==> src/rtl/decode_stage_if.sv <==
// Shared widths, the ID/EX payload type, and the decode-to-execute interface.
package params_pkg;
    localparam int unsigned ADDR_WIDTH  = 32;
    localparam int unsigned DATA_WIDTH  = 32;
    localparam int unsigned INSTR_WIDTH = 32;
    localparam int unsigned REG_AW      = 5;

    // Contents of the ID/EX pipeline register
    typedef struct packed {
        logic                  valid;
        logic [ADDR_WIDTH-1:0] pc;
        logic [DATA_WIDTH-1:0] rs1_data;
        logic [DATA_WIDTH-1:0] rs2_data;
        logic [DATA_WIDTH-1:0] imm;
        logic [REG_AW-1:0]     rd;
        logic [3:0]            alu_op;
        logic [2:0]            funct3;
        logic                  wr_en;
        logic                  is_load;
        logic                  is_store;
        logic                  is_branch;
        logic                  is_jal;
        logic                  is_jalr;
        logic                  is_lui;
        logic                  is_auipc;
        logic                  use_imm;
        logic                  illegal;
    } idex_t;
endpackage

// Registered ID/EX bus towards execute, plus execute's back-pressure
interface decode_stage_if;
    import params_pkg::*;

    logic                  ex_valid_o;
    logic [ADDR_WIDTH-1:0] ex_pc_o;
    logic [DATA_WIDTH-1:0] ex_rs1_data_o;
    logic [DATA_WIDTH-1:0] ex_rs2_data_o;
    logic [DATA_WIDTH-1:0] ex_imm_o;
    logic [REG_AW-1:0]     ex_rd_o;
    logic [3:0]            ex_alu_op_o;
    logic [2:0]            ex_funct3_o;
    logic                  ex_wr_en_o;
    logic                  ex_is_load_o;
    logic                  ex_is_store_o;
    logic                  ex_is_branch_o;
    logic                  ex_is_jal_o;
    logic                  ex_is_jalr_o;
    logic                  ex_is_lui_o;
    logic                  ex_is_auipc_o;
    logic                  ex_use_imm_o;
    logic                  ex_illegal_o;
    logic                  ex_stall_i;

    modport master (
        output ex_valid_o, ex_pc_o, ex_rs1_data_o, ex_rs2_data_o, ex_imm_o, ex_rd_o,
               ex_alu_op_o, ex_funct3_o, ex_wr_en_o, ex_is_load_o, ex_is_store_o,
               ex_is_branch_o, ex_is_jal_o, ex_is_jalr_o, ex_is_lui_o, ex_is_auipc_o,
               ex_use_imm_o, ex_illegal_o,
        input  ex_stall_i
    );

    modport slave (
        input  ex_valid_o, ex_pc_o, ex_rs1_data_o, ex_rs2_data_o, ex_imm_o, ex_rd_o,
               ex_alu_op_o, ex_funct3_o, ex_wr_en_o, ex_is_load_o, ex_is_store_o,
               ex_is_branch_o, ex_is_jal_o, ex_is_jalr_o, ex_is_lui_o, ex_is_auipc_o,
               ex_use_imm_o, ex_illegal_o,
        output ex_stall_i
    );
endinterface

==> src/rtl/decode_stage.sv <==
// RV32I decode stage: IF/ID capture, field/immediate decode, RAW interlock, ID/EX register.
module decode_stage
    import params_pkg::*;
(
    input  logic                   clk_i,
    input  logic                   rst_i,
    input  logic                   fetch_valid_i,
    input  logic [ADDR_WIDTH-1:0]  fetch_pc_i,
    input  logic [INSTR_WIDTH-1:0] fetch_instr_i,
    output logic                   dec_stall_o,
    input  logic                   flush_i,
    output logic [REG_AW-1:0]      rf_rs1_addr_o,
    output logic [REG_AW-1:0]      rf_rs2_addr_o,
    input  logic [DATA_WIDTH-1:0]  rf_rs1_data_i,
    input  logic [DATA_WIDTH-1:0]  rf_rs2_data_i,
    input  logic                   exm_wr_en_i,
    input  logic [REG_AW-1:0]      exm_rd_i,
    input  logic                   wb_wr_en_i,
    input  logic [REG_AW-1:0]      wb_rd_i,
    decode_stage_if.master         ex_if
);
    localparam logic [6:0] OPC_LUI    = 7'b0110111;
    localparam logic [6:0] OPC_AUIPC  = 7'b0010111;
    localparam logic [6:0] OPC_JAL    = 7'b1101111;
    localparam logic [6:0] OPC_JALR   = 7'b1100111;
    localparam logic [6:0] OPC_BRANCH = 7'b1100011;
    localparam logic [6:0] OPC_LOAD   = 7'b0000011;
    localparam logic [6:0] OPC_STORE  = 7'b0100011;
    localparam logic [6:0] OPC_OPIMM  = 7'b0010011;
    localparam logic [6:0] OPC_OP     = 7'b0110011;

    logic                   ifid_valid_q, ifid_valid_d;
    logic [ADDR_WIDTH-1:0]  ifid_pc_q, ifid_pc_d;
    logic [INSTR_WIDTH-1:0] ifid_instr_q, ifid_instr_d;
    idex_t                  idex_q, idex_d;

    idex_t                  dec_c;
    logic                   rs1_used_c, rs2_used_c, wr_c;
    logic                   rs1_haz_c, rs2_haz_c, advance_c;

    logic [6:0]             opcode;
    logic [REG_AW-1:0]      rd, rs1, rs2;
    logic [2:0]             funct3;
    logic [DATA_WIDTH-1:0]  imm_i, imm_s, imm_b, imm_u, imm_j;

    // Instruction fields and immediate formats
    assign opcode = ifid_instr_q[6:0];
    assign rd     = ifid_instr_q[11:7];
    assign funct3 = ifid_instr_q[14:12];
    assign rs1    = ifid_instr_q[19:15];
    assign rs2    = ifid_instr_q[24:20];
    assign imm_i  = DATA_WIDTH'({{20{ifid_instr_q[31]}}, ifid_instr_q[31:20]});
    assign imm_s  = DATA_WIDTH'({{20{ifid_instr_q[31]}}, ifid_instr_q[31:25], ifid_instr_q[11:7]});
    assign imm_b  = DATA_WIDTH'({{19{ifid_instr_q[31]}}, ifid_instr_q[31], ifid_instr_q[7],
                                 ifid_instr_q[30:25], ifid_instr_q[11:8], 1'b0});
    assign imm_u  = DATA_WIDTH'({ifid_instr_q[31:12], 12'h000});
    assign imm_j  = DATA_WIDTH'({{11{ifid_instr_q[31]}}, ifid_instr_q[31], ifid_instr_q[19:12],
                                 ifid_instr_q[20], ifid_instr_q[30:21], 1'b0});

    // Decode the IF/ID instruction into an ID/EX payload
    always_comb begin
        dec_c          = '0;
        rs1_used_c     = 1'b1;
        rs2_used_c     = 1'b0;
        wr_c           = 1'b0;
        dec_c.valid    = 1'b1;
        dec_c.pc       = ifid_pc_q;
        dec_c.rs1_data = rf_rs1_data_i;
        dec_c.rs2_data = rf_rs2_data_i;
        dec_c.rd       = rd;
        dec_c.funct3   = funct3;
        dec_c.use_imm  = 1'b1;
        case (opcode)
            OPC_LUI: begin
                dec_c.is_lui = 1'b1; dec_c.imm = imm_u; wr_c = 1'b1; rs1_used_c = 1'b0;
            end
            OPC_AUIPC: begin
                dec_c.is_auipc = 1'b1; dec_c.imm = imm_u; wr_c = 1'b1; rs1_used_c = 1'b0;
            end
            OPC_JAL: begin
                dec_c.is_jal = 1'b1; dec_c.imm = imm_j; wr_c = 1'b1; rs1_used_c = 1'b0;
            end
            OPC_JALR: begin
                dec_c.is_jalr = 1'b1; dec_c.imm = imm_i; wr_c = 1'b1;
            end
            OPC_BRANCH: begin
                dec_c.is_branch = 1'b1; dec_c.imm = imm_b; dec_c.use_imm = 1'b0; rs2_used_c = 1'b1;
            end
            OPC_LOAD: begin
                dec_c.is_load = 1'b1; dec_c.imm = imm_i; wr_c = 1'b1;
            end
            OPC_STORE: begin
                dec_c.is_store = 1'b1; dec_c.imm = imm_s; rs2_used_c = 1'b1;
            end
            OPC_OPIMM: begin
                dec_c.imm    = imm_i;
                wr_c         = 1'b1;
                dec_c.alu_op = (funct3 == 3'b101) ? {ifid_instr_q[30], funct3} : {1'b0, funct3};
            end
            OPC_OP: begin
                dec_c.use_imm = 1'b0;
                wr_c          = 1'b1;
                rs2_used_c    = 1'b1;
                dec_c.alu_op  = {ifid_instr_q[30], funct3};
            end
            default: dec_c.illegal = ifid_valid_q;
        endcase
        dec_c.wr_en = wr_c & (rd != '0);
    end

    // RAW interlock against every in-flight writer (no forwarding, x0 exempt)
    always_comb begin
        rs1_haz_c = rs1_used_c && (rs1 != '0) &&
                    ((idex_q.valid && idex_q.wr_en && (idex_q.rd == rs1)) ||
                     (exm_wr_en_i && (exm_rd_i == rs1)) ||
                     (wb_wr_en_i  && (wb_rd_i  == rs1)));
        rs2_haz_c = rs2_used_c && (rs2 != '0) &&
                    ((idex_q.valid && idex_q.wr_en && (idex_q.rd == rs2)) ||
                     (exm_wr_en_i && (exm_rd_i == rs2)) ||
                     (wb_wr_en_i  && (wb_rd_i  == rs2)));
        advance_c = ifid_valid_q && !rs1_haz_c && !rs2_haz_c && !ex_if.ex_stall_i;
    end

    assign dec_stall_o   = ifid_valid_q && !advance_c;
    assign rf_rs1_addr_o = rs1;
    assign rf_rs2_addr_o = rs2;

    // Next-state for IF/ID and ID/EX
    always_comb begin
        ifid_valid_d = ifid_valid_q;
        ifid_pc_d    = ifid_pc_q;
        ifid_instr_d = ifid_instr_q;
        if (flush_i) begin
            ifid_valid_d = 1'b0;
        end else if (!ifid_valid_q || advance_c) begin
            ifid_valid_d = fetch_valid_i;
            ifid_pc_d    = fetch_pc_i;
            ifid_instr_d = fetch_instr_i;
        end

        idex_d = idex_q;
        if (flush_i) begin
            idex_d.valid = 1'b0;
        end else if (ex_if.ex_stall_i) begin
            idex_d = idex_q;
        end else if (advance_c) begin
            idex_d = dec_c;
        end else begin
            idex_d.valid = 1'b0;
        end
    end

    // Pipeline registers
    always_ff @(posedge clk_i or negedge rst_i) begin
        if (!rst_i) begin
            ifid_valid_q <= 1'b0;
            ifid_pc_q    <= '0;
            ifid_instr_q <= '0;
            idex_q       <= '0;
        end else begin
            ifid_valid_q <= ifid_valid_d;
            ifid_pc_q    <= ifid_pc_d;
            ifid_instr_q <= ifid_instr_d;
            idex_q       <= idex_d;
        end
    end

    assign ex_if.ex_valid_o     = idex_q.valid;
    assign ex_if.ex_pc_o        = idex_q.pc;
    assign ex_if.ex_rs1_data_o  = idex_q.rs1_data;
    assign ex_if.ex_rs2_data_o  = idex_q.rs2_data;
    assign ex_if.ex_imm_o       = idex_q.imm;
    assign ex_if.ex_rd_o        = idex_q.rd;
    assign ex_if.ex_alu_op_o    = idex_q.alu_op;
    assign ex_if.ex_funct3_o    = idex_q.funct3;
    assign ex_if.ex_wr_en_o     = idex_q.wr_en;
    assign ex_if.ex_is_load_o   = idex_q.is_load;
    assign ex_if.ex_is_store_o  = idex_q.is_store;
    assign ex_if.ex_is_branch_o = idex_q.is_branch;
    assign ex_if.ex_is_jal_o    = idex_q.is_jal;
    assign ex_if.ex_is_jalr_o   = idex_q.is_jalr;
    assign ex_if.ex_is_lui_o    = idex_q.is_lui;
    assign ex_if.ex_is_auipc_o  = idex_q.is_auipc;
    assign ex_if.ex_use_imm_o   = idex_q.use_imm;
    assign ex_if.ex_illegal_o   = idex_q.illegal;
endmodule

==> src/flat_wrapper.sv <==
// flat-port wrapper written by rule: the top's interface ports become plain ports
module decode_stage_flat import params_pkg::*;
  (clk_i, rst_i, fetch_valid_i, fetch_pc_i, fetch_instr_i, dec_stall_o, flush_i, rf_rs1_addr_o, rf_rs2_addr_o, rf_rs1_data_i, rf_rs2_data_i, exm_wr_en_i, exm_rd_i, wb_wr_en_i, wb_rd_i, ex_if_ex_valid_o, ex_if_ex_pc_o, ex_if_ex_rs1_data_o, ex_if_ex_rs2_data_o, ex_if_ex_imm_o, ex_if_ex_rd_o, ex_if_ex_alu_op_o, ex_if_ex_funct3_o, ex_if_ex_wr_en_o, ex_if_ex_is_load_o, ex_if_ex_is_store_o, ex_if_ex_is_branch_o, ex_if_ex_is_jal_o, ex_if_ex_is_jalr_o, ex_if_ex_is_lui_o, ex_if_ex_is_auipc_o, ex_if_ex_use_imm_o, ex_if_ex_illegal_o, ex_if_ex_stall_i);
  decode_stage_if ex_if_i ();
  input  logic clk_i;
  input  logic rst_i;
  input  logic fetch_valid_i;
  input  logic [ADDR_WIDTH-1:0] fetch_pc_i;
  input  logic [INSTR_WIDTH-1:0] fetch_instr_i;
  output logic dec_stall_o;
  input  logic flush_i;
  output logic [REG_AW-1:0] rf_rs1_addr_o;
  output logic [REG_AW-1:0] rf_rs2_addr_o;
  input  logic [DATA_WIDTH-1:0] rf_rs1_data_i;
  input  logic [DATA_WIDTH-1:0] rf_rs2_data_i;
  input  logic exm_wr_en_i;
  input  logic [REG_AW-1:0] exm_rd_i;
  input  logic wb_wr_en_i;
  input  logic [REG_AW-1:0] wb_rd_i;
  output wire logic [$bits(ex_if_i.ex_valid_o)-1:0] ex_if_ex_valid_o;
  output wire logic [$bits(ex_if_i.ex_pc_o)-1:0] ex_if_ex_pc_o;
  output wire logic [$bits(ex_if_i.ex_rs1_data_o)-1:0] ex_if_ex_rs1_data_o;
  output wire logic [$bits(ex_if_i.ex_rs2_data_o)-1:0] ex_if_ex_rs2_data_o;
  output wire logic [$bits(ex_if_i.ex_imm_o)-1:0] ex_if_ex_imm_o;
  output wire logic [$bits(ex_if_i.ex_rd_o)-1:0] ex_if_ex_rd_o;
  output wire logic [$bits(ex_if_i.ex_alu_op_o)-1:0] ex_if_ex_alu_op_o;
  output wire logic [$bits(ex_if_i.ex_funct3_o)-1:0] ex_if_ex_funct3_o;
  output wire logic [$bits(ex_if_i.ex_wr_en_o)-1:0] ex_if_ex_wr_en_o;
  output wire logic [$bits(ex_if_i.ex_is_load_o)-1:0] ex_if_ex_is_load_o;
  output wire logic [$bits(ex_if_i.ex_is_store_o)-1:0] ex_if_ex_is_store_o;
  output wire logic [$bits(ex_if_i.ex_is_branch_o)-1:0] ex_if_ex_is_branch_o;
  output wire logic [$bits(ex_if_i.ex_is_jal_o)-1:0] ex_if_ex_is_jal_o;
  output wire logic [$bits(ex_if_i.ex_is_jalr_o)-1:0] ex_if_ex_is_jalr_o;
  output wire logic [$bits(ex_if_i.ex_is_lui_o)-1:0] ex_if_ex_is_lui_o;
  output wire logic [$bits(ex_if_i.ex_is_auipc_o)-1:0] ex_if_ex_is_auipc_o;
  output wire logic [$bits(ex_if_i.ex_use_imm_o)-1:0] ex_if_ex_use_imm_o;
  output wire logic [$bits(ex_if_i.ex_illegal_o)-1:0] ex_if_ex_illegal_o;
  input wire logic [$bits(ex_if_i.ex_stall_i)-1:0] ex_if_ex_stall_i;
  assign ex_if_ex_valid_o = ex_if_i.ex_valid_o;
  assign ex_if_ex_pc_o = ex_if_i.ex_pc_o;
  assign ex_if_ex_rs1_data_o = ex_if_i.ex_rs1_data_o;
  assign ex_if_ex_rs2_data_o = ex_if_i.ex_rs2_data_o;
  assign ex_if_ex_imm_o = ex_if_i.ex_imm_o;
  assign ex_if_ex_rd_o = ex_if_i.ex_rd_o;
  assign ex_if_ex_alu_op_o = ex_if_i.ex_alu_op_o;
  assign ex_if_ex_funct3_o = ex_if_i.ex_funct3_o;
  assign ex_if_ex_wr_en_o = ex_if_i.ex_wr_en_o;
  assign ex_if_ex_is_load_o = ex_if_i.ex_is_load_o;
  assign ex_if_ex_is_store_o = ex_if_i.ex_is_store_o;
  assign ex_if_ex_is_branch_o = ex_if_i.ex_is_branch_o;
  assign ex_if_ex_is_jal_o = ex_if_i.ex_is_jal_o;
  assign ex_if_ex_is_jalr_o = ex_if_i.ex_is_jalr_o;
  assign ex_if_ex_is_lui_o = ex_if_i.ex_is_lui_o;
  assign ex_if_ex_is_auipc_o = ex_if_i.ex_is_auipc_o;
  assign ex_if_ex_use_imm_o = ex_if_i.ex_use_imm_o;
  assign ex_if_ex_illegal_o = ex_if_i.ex_illegal_o;
  assign ex_if_i.ex_stall_i = ex_if_ex_stall_i;
  decode_stage u_core (.clk_i(clk_i), .rst_i(rst_i), .fetch_valid_i(fetch_valid_i), .fetch_pc_i(fetch_pc_i), .fetch_instr_i(fetch_instr_i), .dec_stall_o(dec_stall_o), .flush_i(flush_i), .rf_rs1_addr_o(rf_rs1_addr_o), .rf_rs2_addr_o(rf_rs2_addr_o), .rf_rs1_data_i(rf_rs1_data_i), .rf_rs2_data_i(rf_rs2_data_i), .exm_wr_en_i(exm_wr_en_i), .exm_rd_i(exm_rd_i), .wb_wr_en_i(wb_wr_en_i), .wb_rd_i(wb_rd_i), .ex_if(ex_if_i));
endmodule
==> config.mk <==
export PLATFORM = sky130hd
export DESIGN_NAME = decode_stage_flat
export DESIGN_NICKNAME = d
export VERILOG_FILES = /design/src/rtl/decode_stage_if.sv /design/src/rtl/decode_stage.sv /design/src/flat_wrapper.sv
export SDC_FILE = /design/constraint.sdc
export NUM_CORES = 1
export LEC_CHECK = 0
export BUFFER_PORTS_ARGS = -buffer_cell sky130_fd_sc_hd__buf_4
export CAP_MARGIN = 5
export CELL_PAD_IN_SITES_DETAIL_PLACEMENT = 1
export CELL_PAD_IN_SITES_GLOBAL_PLACEMENT = 1
export CORE_UTILIZATION = 41
export DETAILED_ROUTE_END_ITERATION = 16
export PLACE_DENSITY_LB_ADDON = 0.08
export SYNTH_ARGS = -nofsm -noshare
export SYNTH_HDL_FRONTEND = slang
export SYNTH_SLANG_ARGS = --single-unit
==> constraint.sdc <==
create_clock -name clk_i -period 2.7 [get_ports clk_i]
set_input_delay 0.675 -clock clk_i [delete_from_list [all_inputs] [get_ports clk_i]]
set_output_delay 0.675 -clock clk_i [all_outputs]
set_load 0.03 [all_outputs]
==> results of run 1 <==
## Yosys cell counts, types with 5 or more instances
| master | n |
|---|---|
| sky130_fd_sc_hd__buf_4 | 11 |
| sky130_fd_sc_hd__mux2i_1 | 32 |
| sky130_fd_sc_hd__xor2_1 | 25 |
| sky130_fd_sc_hd__dfrtp_1 | 216 |
| sky130_fd_sc_hd__inv_1 | 34 |
| sky130_fd_sc_hd__nand2_1 | 17 |
| sky130_fd_sc_hd__nor2_1 | 9 |
| sky130_fd_sc_hd__nor4_1 | 7 |
| sky130_fd_sc_hd__a21oi_1 | 21 |
| sky130_fd_sc_hd__buf_6 | 14 |
| sky130_fd_sc_hd__xnor2_1 | 6 |
| sky130_fd_sc_hd__mux2_4 | 68 |
| sky130_fd_sc_hd__mux2_2 | 114 |
| sky130_fd_sc_hd__buf_2 | 18 |
| sky130_fd_sc_hd__a22o_1 | 5 |
## per-stage QoR
step | TNS, ns | worst slack (ns) | total power, mW | hold WS, ns
2_1_floorplan | 0 | 0.1999 | 6.423 | 0.3794
3_3_place_gp | -3.834 | -0.07576 | 7.759 | 0.4818
3_5_place_dp | -12.89 | -0.1535 | 7.895 | 0.4941
4_1_cts | -4.113 | -0.2293 | 11.34 | 0.1122
5_1_grt | -2.472 | -0.3637 | 11.70 | 0.1310
6_report | -0.4020 | -0.2713 | 11.24 | 0.1044
## flip-flops by register name, summed over array words and instances, names as in the netlist, 3 cells and up
register                    flops
u_core.ex_if.ex_pc_o           32
u_core.ex_if.ex_rd_o            5
u_core.ex_if.ex_imm_o          32
u_core.ifid_instr_q            32
u_core.ex_if.ex_alu_op_o        4
u_core.ex_if.ex_funct3_o        3
u_core.ex_if.ex_rs2_data_o     32
u_core.ex_if.ex_rs1_data_o     32
u_core.ifid_pc_q               32
## routing by layer
layer,global-route usage (%),part of all wire (%),vias up
met2,40.93,53,190
met1,27.65,40,3316
met3,4.059,4.5,40
met5,0,0,-
li1,-,-,2889
met4,6.190,2.3,0
## power groups by stage
| stage | clock [mW] | combinational [mW] | sequential (mW) |
|---|---|---|---|
| 2_1_floorplan | 0 | 1.14 | 5.28 |
| 3_3_place_gp | 0 | 3.40 | 4.36 |
| 3_5_place_dp | 0 | 3.48 | 4.42 |
| 4_1_cts | 3.41 | 3.56 | 4.37 |
| 5_1_grt | 3.53 | 3.72 | 4.45 |
| 6_report | 3.33 | 3.54 | 4.37 |
## how the worst max path moves through the flow
stage,cells after the start,slack (ns),startpoint,to
CTS,7,-0.23,u_core.ex_if.ex_rd_o[0]$_DFFE_PN0P_,dec_stall_o
global route,7,-0.36,u_core.ifid_instr_q[20]$_DFFE_PN0P_,dec_stall_o
detailed placement,8,-0.15,wb_rd_i[0],u_core.ex_if.ex_rs2_data_o[3]$_DFFE_PN0P_
global placement,8,-0.08,wb_rd_i[3],dec_stall_o
floorplan,7,0.20,exm_rd_i[3],u_core.ifid_instr_q[0]$_DFFE_PN0P_
finish,6,-0.27,u_core.ifid_instr_q[21]$_DFFE_PN0P_,dec_stall_o
## worst register-to-register path, cell delays in order (launching register included)
cell                       delay, ns
sky130_fd_sc_hd__dfrtp_2        0.49
sky130_fd_sc_hd__xor2_1         0.20
sky130_fd_sc_hd__nor4_2         0.32
sky130_fd_sc_hd__nand3_1        0.18
sky130_fd_sc_hd__buf_4          0.18
sky130_fd_sc_hd__buf_4          0.12
sky130_fd_sc_hd__buf_4          0.13
sky130_fd_sc_hd__a311oi_4       0.31
sky130_fd_sc_hd__a211oi_4       0.13
sky130_fd_sc_hd__buf_12         0.20
sky130_fd_sc_hd__mux2_2         0.33
## area by class of cell
cell class | count | area, sq um
fillers | 2243 | 9385
flip-flops and latches | 216 | 5419
multi-input cells | 347 | 3600
repair buffers | 361 | 2867
clock buffers | 40 | 772.0
well taps | 285 | 356.6
inverters | 34 | 127.6
clock inverters | 4 | 45.04
## cell families (layout without fill, tap and decap cells)
logic type                Yosys count  in the layout  share of synthesized area (%)
DFF                               216            216                          57.44
muxes                             214            214                          27.90
buffers and inverters              84            439                          5.199
and+or+nand+nor                    58             58                          3.563
AOI/OAI and AO/OA                  44             44                          3.018
xor gates and xnor gates           31             31                          2.885
## what timing repair did
item	in CTS	in global routing
setup endpoints to repair	1	163
pin swaps	11	2
buffers inserted	15	2
hold endpoints to repair	0	0
hold buffers	0	0
resized for setup	17	8
==> summary.md, run 1 <==
| Metric | Value |
|---|---|
| Run status | `finished with violations` |
| Failing checks | `negative setup slack` |
| Area overhead of the layout relative to synthesis | `40.13%` |
| Placer congestion estimate | `0.8224` |
| Data required, critical path | `2.03 ns` |
| Crit Path Class | `reg2out` |
| Crit-path max cell delay | `0.49 ns` |
| Highest Clock Rate | `336.6 MHz` |
| Setup ws final | `-0.2713 ns` |
| Worst setup SP type | `flop` |
| Clock slew at reported path FFs | `0.06 ns` |
| Min-delay worst type | `in2async` |
| Die X-Extent | `153.5 microns` |
| Number of cells in the design after placement | `1,226` |
| Leading cell type in the layout, fill and taps excluded | `sky130_fd_sc_hd__buf_4` |
| Cell types with the largest area share after synthesis | `sky130_fd_sc_hd__dfrtp_1 57%, sky130_fd_sc_hd__mux2_2 14%, sky130_fd_sc_hd__mux2_4 11%, sky130_fd_sc_hd__mux2i_1 3.4%, sky130_fd_sc_hd__xor2_1 2.3%` |
| Number of global-route vias before repair | `7,266` |
| Routed wire length per instance | `20.54 microns` |
| Root cell of the clock tree | `sky130_fd_sc_hd__clkbuf_16` |
| End-of-flow core utilization | `58.42%` |
| Vertical die dimension | `153.5 microns` |
| Initial Utilization | `41.69%` |
| Logic depth of the worst register-to-register path | `10` |
| Worst-case clock skew | `0.01574 ns` |
| Cell taking the most area after synthesis | `sky130_fd_sc_hd__dfrtp_1` |
| Non-filler cells in the finished layout | `1,287` |
| Worst path buffer plus inverter count | `1` |
| Netlist area before placement | `9410 sq um` |
| Share of total power in combinational logic | `31.5%` |
| DRC marker count from the first detailed-route iteration | `204` |
| Final Routed Wirelength | `26,430 microns` |
| Post-synthesis async set-or-reset flop share | `100.0%` |
| Number of enable flip-flop cells after synthesis | `0` |
| End of the worst register-to-register path | `u_core.ifid_pc_q[23]$_DFFE_PN0P_` |
| Worst vdd rail ir drop | `0.4760 mV` |
| Max transition margin | `60.19%` |
| Critical Path Slowest Stage Cell | `sky130_fd_sc_hd__dfrtp_2` |
| First-pass iteration count of the detailed router | `4` |
| CTS tree | `built` |
| Leakage dissipation | `6.640 nW` |
| Latest clock arrival within the worst-skew pair | `0.51 ns` |
| Max-capacitance violation count | `0` |
| Vias | `6,435` |
| Number of sinks driven by the clock tree | `216` |
| Number of setup violations in the final report | `21` |
| Net count reported at finish | `1,130` |
| Power density of the placed cells | `852.3 nW/um^2` |
| Signal arrival time at the worst endpoint | `2.30 ns` |
| Number of warnings issued by yosys | `0` |
| Mean number of vias per cell | `5.000` |
| Period utilisation layout | `110.0%` |
| Synthesized instance count | `647` |
| Largest delay contributor family on the critical path | `simple AND/OR/NAND/NOR gates` |
| Worst Tran Pin Value | `0.5926 ns` |
| Htree depth | `1` |
| Part of the power in registers | `38.8%` |
| I/O pin count | `307` |
| Number of antenna diodes | `0` |
| Count of state elements after synthesis | `216` |
| Post-route standard cell area excluding fillers | `13,190 sq um` |
| Antenna-violating nets left | `0` |
| CTS Buf Count | `25` |
| Switching fraction of total power | `32.64%` |
| Max-slew violations | `0` |
| Net count after synthesis | `792` |
| Largest driver fanout on the critical path | `6` |
| Hold Vio Cnt, Final | `0` |
| Type of destination of the critical path | `output pin` |
| RSZ-0062 raised after global routing | `yes` |
| Input/output buffers | `306` |
| Sw Pwr | `3.668 mW` |
| Cell-internal power | `7.571 mW` |
| Fraction of power consumed by the clock network | `29.7%` |
| Global route total overflow | `0` |
| CTS Buffer Depth | `3` |
| Largest net degree at the start of global routing | `69` |
| Setup slack on the worst flop-to-flop path | `-0.02 ns` |
| Syn_area_per_cell | `14.54 sq um` |
| Chain of cells forming the critical path | `xor2_1 -> nor4_2 -> nand4_1 -> a31oi_2 -> o21a_1 -> buf_6` |
| Residual DRC count | `0` |
| Cell Area, Placed | `12,130 sq um` |
| Fraction of final layout cells sized beyond drive strength 1 | `61.08%` |
| Commonest cells after routing, fill and taps aside | `346 x sky130_fd_sc_hd__buf_4, 205 x sky130_fd_sc_hd__dfrtp_1, 114 x sky130_fd_sc_hd__mux2_2, 68 x sky130_fd_sc_hd__mux2_4, 34 x sky130_fd_sc_hd__inv_1` |
| Wire length of the first global-routing pass | `41,790 microns` |
| Area of the die | `23,560 sq um` |
| Worst R2R Start | `u_core.ifid_instr_q[21]$_DFFE_PN0P_` |
| Detailed-placement wirelength estimate | `18,880 microns` |
| Sequential-to-total area share from yosys stat | `57.44%` |
| Min cycle time layout | `2.971 ns` |
| Distinct cells, synth | `45` |
| Initial antenna violation count | `0` |
| Proportion of netlist area held by the largest area contributor | `57.44%` |
| GRT Total Usage | `22.65%` |
| Row cnt | `55` |
| Most used DFF post-synth | `sky130_fd_sc_hd__dfrtp_1` |
| Core ar. | `22,570 sq um` |
No activity file was read; power rests on OpenSTA's default activity.
==> run 2: changes to the inputs <==
CELL_PAD_IN_SITES_DETAIL_PLACEMENT = default   (was 1)
CELL_PAD_IN_SITES_GLOBAL_PLACEMENT = default   (was 1)
CORE_UTILIZATION = 45   (was 41)
GPL_TIMING_DRIVEN = 0   (was default)
==> run 2 against run 1 <==
The run still ends with negative setup slack left. Maximum frequency increased by 1.5%. Worst setup slack better by 0.043 ns. Die area decreased by 8.8%. Via count fell by 1.8%. Sequential share of layout area down 0.16 points. Register-to-register slack about the same. First-iteration DRC count fell by 43%. Total power shrank 2.3%. Clock skew shrank 0.0041 ns. Global-route usage down 1.4 points. Clock power down 6.3%. Clock-buffer cell count shrank 2.
==> summary.md, run 2 (synthesis gave the netlist of run 1 again) <==
| Metric | Value |
|---|---|
| Global route total overflow | `0 (unchanged)` |
| Min-delay worst type | `in2async` |
| First-pass iteration count of the detailed router | `4 (unchanged)` |
| Area overhead of the layout relative to synthesis | `40.50%` |
| Max transition margin | `14.94% (-45 points)` |
| Cell Area, Placed | `12,090 sq um (-0.33%)` |
| CTS Buffer Depth | `3 (unchanged)` |
| Min cycle time layout | `2.928 ns (-0.04298 ns)` |
| Leakage dissipation | `6.674 nW (+0.50%)` |
| Worst-case clock skew | `0.01168 ns (-0.004066 ns)` |
| DRC marker count from the first detailed-route iteration | `116 (-43%)` |
| Core ar. | `20,360 sq um (-9.8%)` |
| End of the worst register-to-register path | `u_core.ex_if.ex_rs1_data_o[14]$_DFFE_PN0P_` |
| Vias | `6,321 (-1.8%)` |
| Hold Vio Cnt, Final | `0 (unchanged)` |
| Logic depth of the worst register-to-register path | `11 (+1)` |
| Type of destination of the critical path | `output pin` |
| Initial Utilization | `46.21% (+4.5 points)` |
| Die X-Extent | `146.6 microns (-4.5%)` |
| Input/output buffers | `306 (unchanged)` |
| Root cell of the clock tree | `sky130_fd_sc_hd__clkbuf_16` |
| Max-capacitance violation count | `0 (unchanged)` |
| Run status | `finished with violations` |
| Highest Clock Rate | `341.5 MHz (+1.5%)` |
| Detailed-placement wirelength estimate | `16,480 microns (-13%)` |
| Filler cell count in the final layout | `1,609 (-28%)` |
| Clock slew at reported path FFs | `0.06 ns (about the same)` |
| Wire length of the first global-routing pass | `35,970 microns (-14%)` |
| Routed wire length per instance | `18.06 microns (-12%)` |
| Failing checks | `negative setup slack` |
| Total negative slack for setup checks | `-0.8676 ns (-0.4656 ns)` |
| Vertical die dimension | `146.6 microns (-4.5%)` |
| Power density of the placed cells | `830.4 nW/um^2 (-2.6%)` |
| Residual DRC count | `0 (unchanged)` |
| Number of global-route vias before repair | `6,421 (-12%)` |
| Period utilisation layout | `108.5% (-1.6 points)` |
| Net count reported at finish | `1,147 (+1.5%)` |
| Final Routed Wirelength | `23,290 microns (-12%)` |
| CTS Buf Count | `24 (-4.0%)` |
| Max-slew violations | `0 (unchanged)` |
| Worst Tran Pin Value | `1.264 ns (+0.6716 ns)` |
| Number of sinks driven by the clock tree | `216 (unchanged)` |
| Signal arrival time at the worst endpoint | `2.25 ns (-0.05 ns)` |
| Worst vdd rail ir drop | `0.5278 mV (+11%)` |
| Setup ws final | `-0.2283 ns (+0.04297 ns)` |
| Fraction of final layout cells sized beyond drive strength 1 | `60.94% (-0.14 points)` |
| Area of the die | `21,490 sq um (-8.8%)` |
| I/O pin count | `307 (unchanged)` |
| Largest net degree at the start of global routing | `113 (+64%)` |
| Setup slack on the worst flop-to-flop path | `-0.02 ns (about the same)` |
| Largest driver fanout on the critical path | `7 (+1)` |
| Antenna-violating nets left | `0 (unchanged)` |
| Commonest cells after routing, fill and taps aside | `347 x sky130_fd_sc_hd__buf_4, 210 x sky130_fd_sc_hd__dfrtp_1, 113 x sky130_fd_sc_hd__mux2_2, 69 x sky130_fd_sc_hd__mux2_4, 34 x sky130_fd_sc_hd__inv_1` |
| Data required, critical path | `2.03 ns (about the same)` |
| Leading cell type in the layout, fill and taps excluded | `sky130_fd_sc_hd__buf_4` |
| Worst setup SP type | `flop` |
| Worst R2R Start | `u_core.ifid_instr_q[20]$_DFFE_PN0P_` |
| Row cnt | `52 (-5.5%)` |
| Initial antenna violation count | `0 (unchanged)` |
| Placer congestion estimate | `0.7679 (-6.6%)` |
| Number of setup violations in the final report | `69 (+230%)` |
| RSZ-0062 raised after global routing | `yes` |
| Overall Power | `10.98 mW (-2.3%)` |
| GRT Total Usage | `21.25% (-1.4 points)` |
| Crit Path Class | `reg2out` |
| Post-route standard cell area excluding fillers | `13,220 sq um (+0.27%)` |
| Htree depth | `1 (unchanged)` |
| CTS tree | `built` |
| Latest clock arrival within the worst-skew pair | `0.52 ns (about the same)` |
| Mean number of vias per cell | `4.904 (-1.9%)` |
| Number of antenna diodes | `0 (unchanged)` |
## run 2: through the flow
| stage | setup slack (ns) | hold WS [ns] | utilization (%) | std cells |
|---|---|---|---|---|
| final | -0.2283 | 0.2122 | 64.92 | 1289 |
| after global routing | -0.3083 | 0.2803 | 64.92 | 1289 |
| after CTS | -0.2209 | 0.2489 | 64.00 | 1279 |
| after detailed placement | -0.3063 | 0.4889 | 59.38 | 1225 |
| after global placement | -0.7224 | 0.4823 | 59.15 | 1223 |
| after floorplan | 0.1999 | 0.3794 | - | 647 |
## run 2: worst max-delay path by stage
stage                                       endpoint                                 from
4_1_cts                                  dec_stall_o  u_core.ifid_instr_q[20]$_DFFE_PN0P_
5_1_grt                                  dec_stall_o  u_core.ifid_instr_q[24]$_DFFE_PN0P_
3_5_place_dp   u_core.ex_if.ex_imm_o[14]$_DFFE_PN0P_                           wb_rd_i[3]
6_report                                 dec_stall_o  u_core.ifid_instr_q[22]$_DFFE_PN0P_
2_1_floorplan     u_core.ifid_instr_q[0]$_DFFE_PN0P_                          exm_rd_i[3]
3_3_place_gp     u_core.ifid_instr_q[24]$_DFFE_PN0P_                                rst_i
## run 2: power breakdown
group	internal (mW)	switching, mW	total [mW]
clock	1.84	1.29	3.12
sequential	3.87	0.421	4.29
combinational	1.68	1.87	3.56
total	7.39	3.59	11.0
## run 2: timing repair
item / in CTS / in global routing
pin swaps: 13 / 19
setup buffers: 15 / 12
endpoints found under the setup margin: 175 / 171
resized for setup: 23 / 22
gates cloned: 0 / 1
hold buffers: 0 / 0
## run 2: cell type report
cell class / count / area [sq um] / area share [%]
Buffer: 44 / 384.1 / 2.905
Clock buffer: 38 / 723.2 / 5.470
Clock inverter: 5 / 40.04 / 0.3028
Inverter: 34 / 127.6 / 0.9653
Multi-Input combinational cell: 347 / 3625 / 27.42
Sequential cell: 216 / 5413 / 40.94
Tap cell: 270 / 337.8 / 2.555
Timing Repair Buffer: 335 / 2571 / 19.45
## run 2: critical path, stage by stage (launching register included)
cell                      delay, ns
sky130_fd_sc_hd__dfrtp_1       0.40
sky130_fd_sc_hd__buf_6         0.15
sky130_fd_sc_hd__xor2_1        0.16
sky130_fd_sc_hd__nor4_1        0.26
sky130_fd_sc_hd__a31oi_1       0.17
sky130_fd_sc_hd__a31oi_2       0.27
sky130_fd_sc_hd__o21a_1        0.19
sky130_fd_sc_hd__buf_6         0.14
## run 2: layer usage
metal / share of wire (%) / track usage, %
met2: 49 / 35.55
met4: 1.6 / 4.531
met3: 6.4 / 4.781
met1: 43 / 28.24
met5: 0 / 0
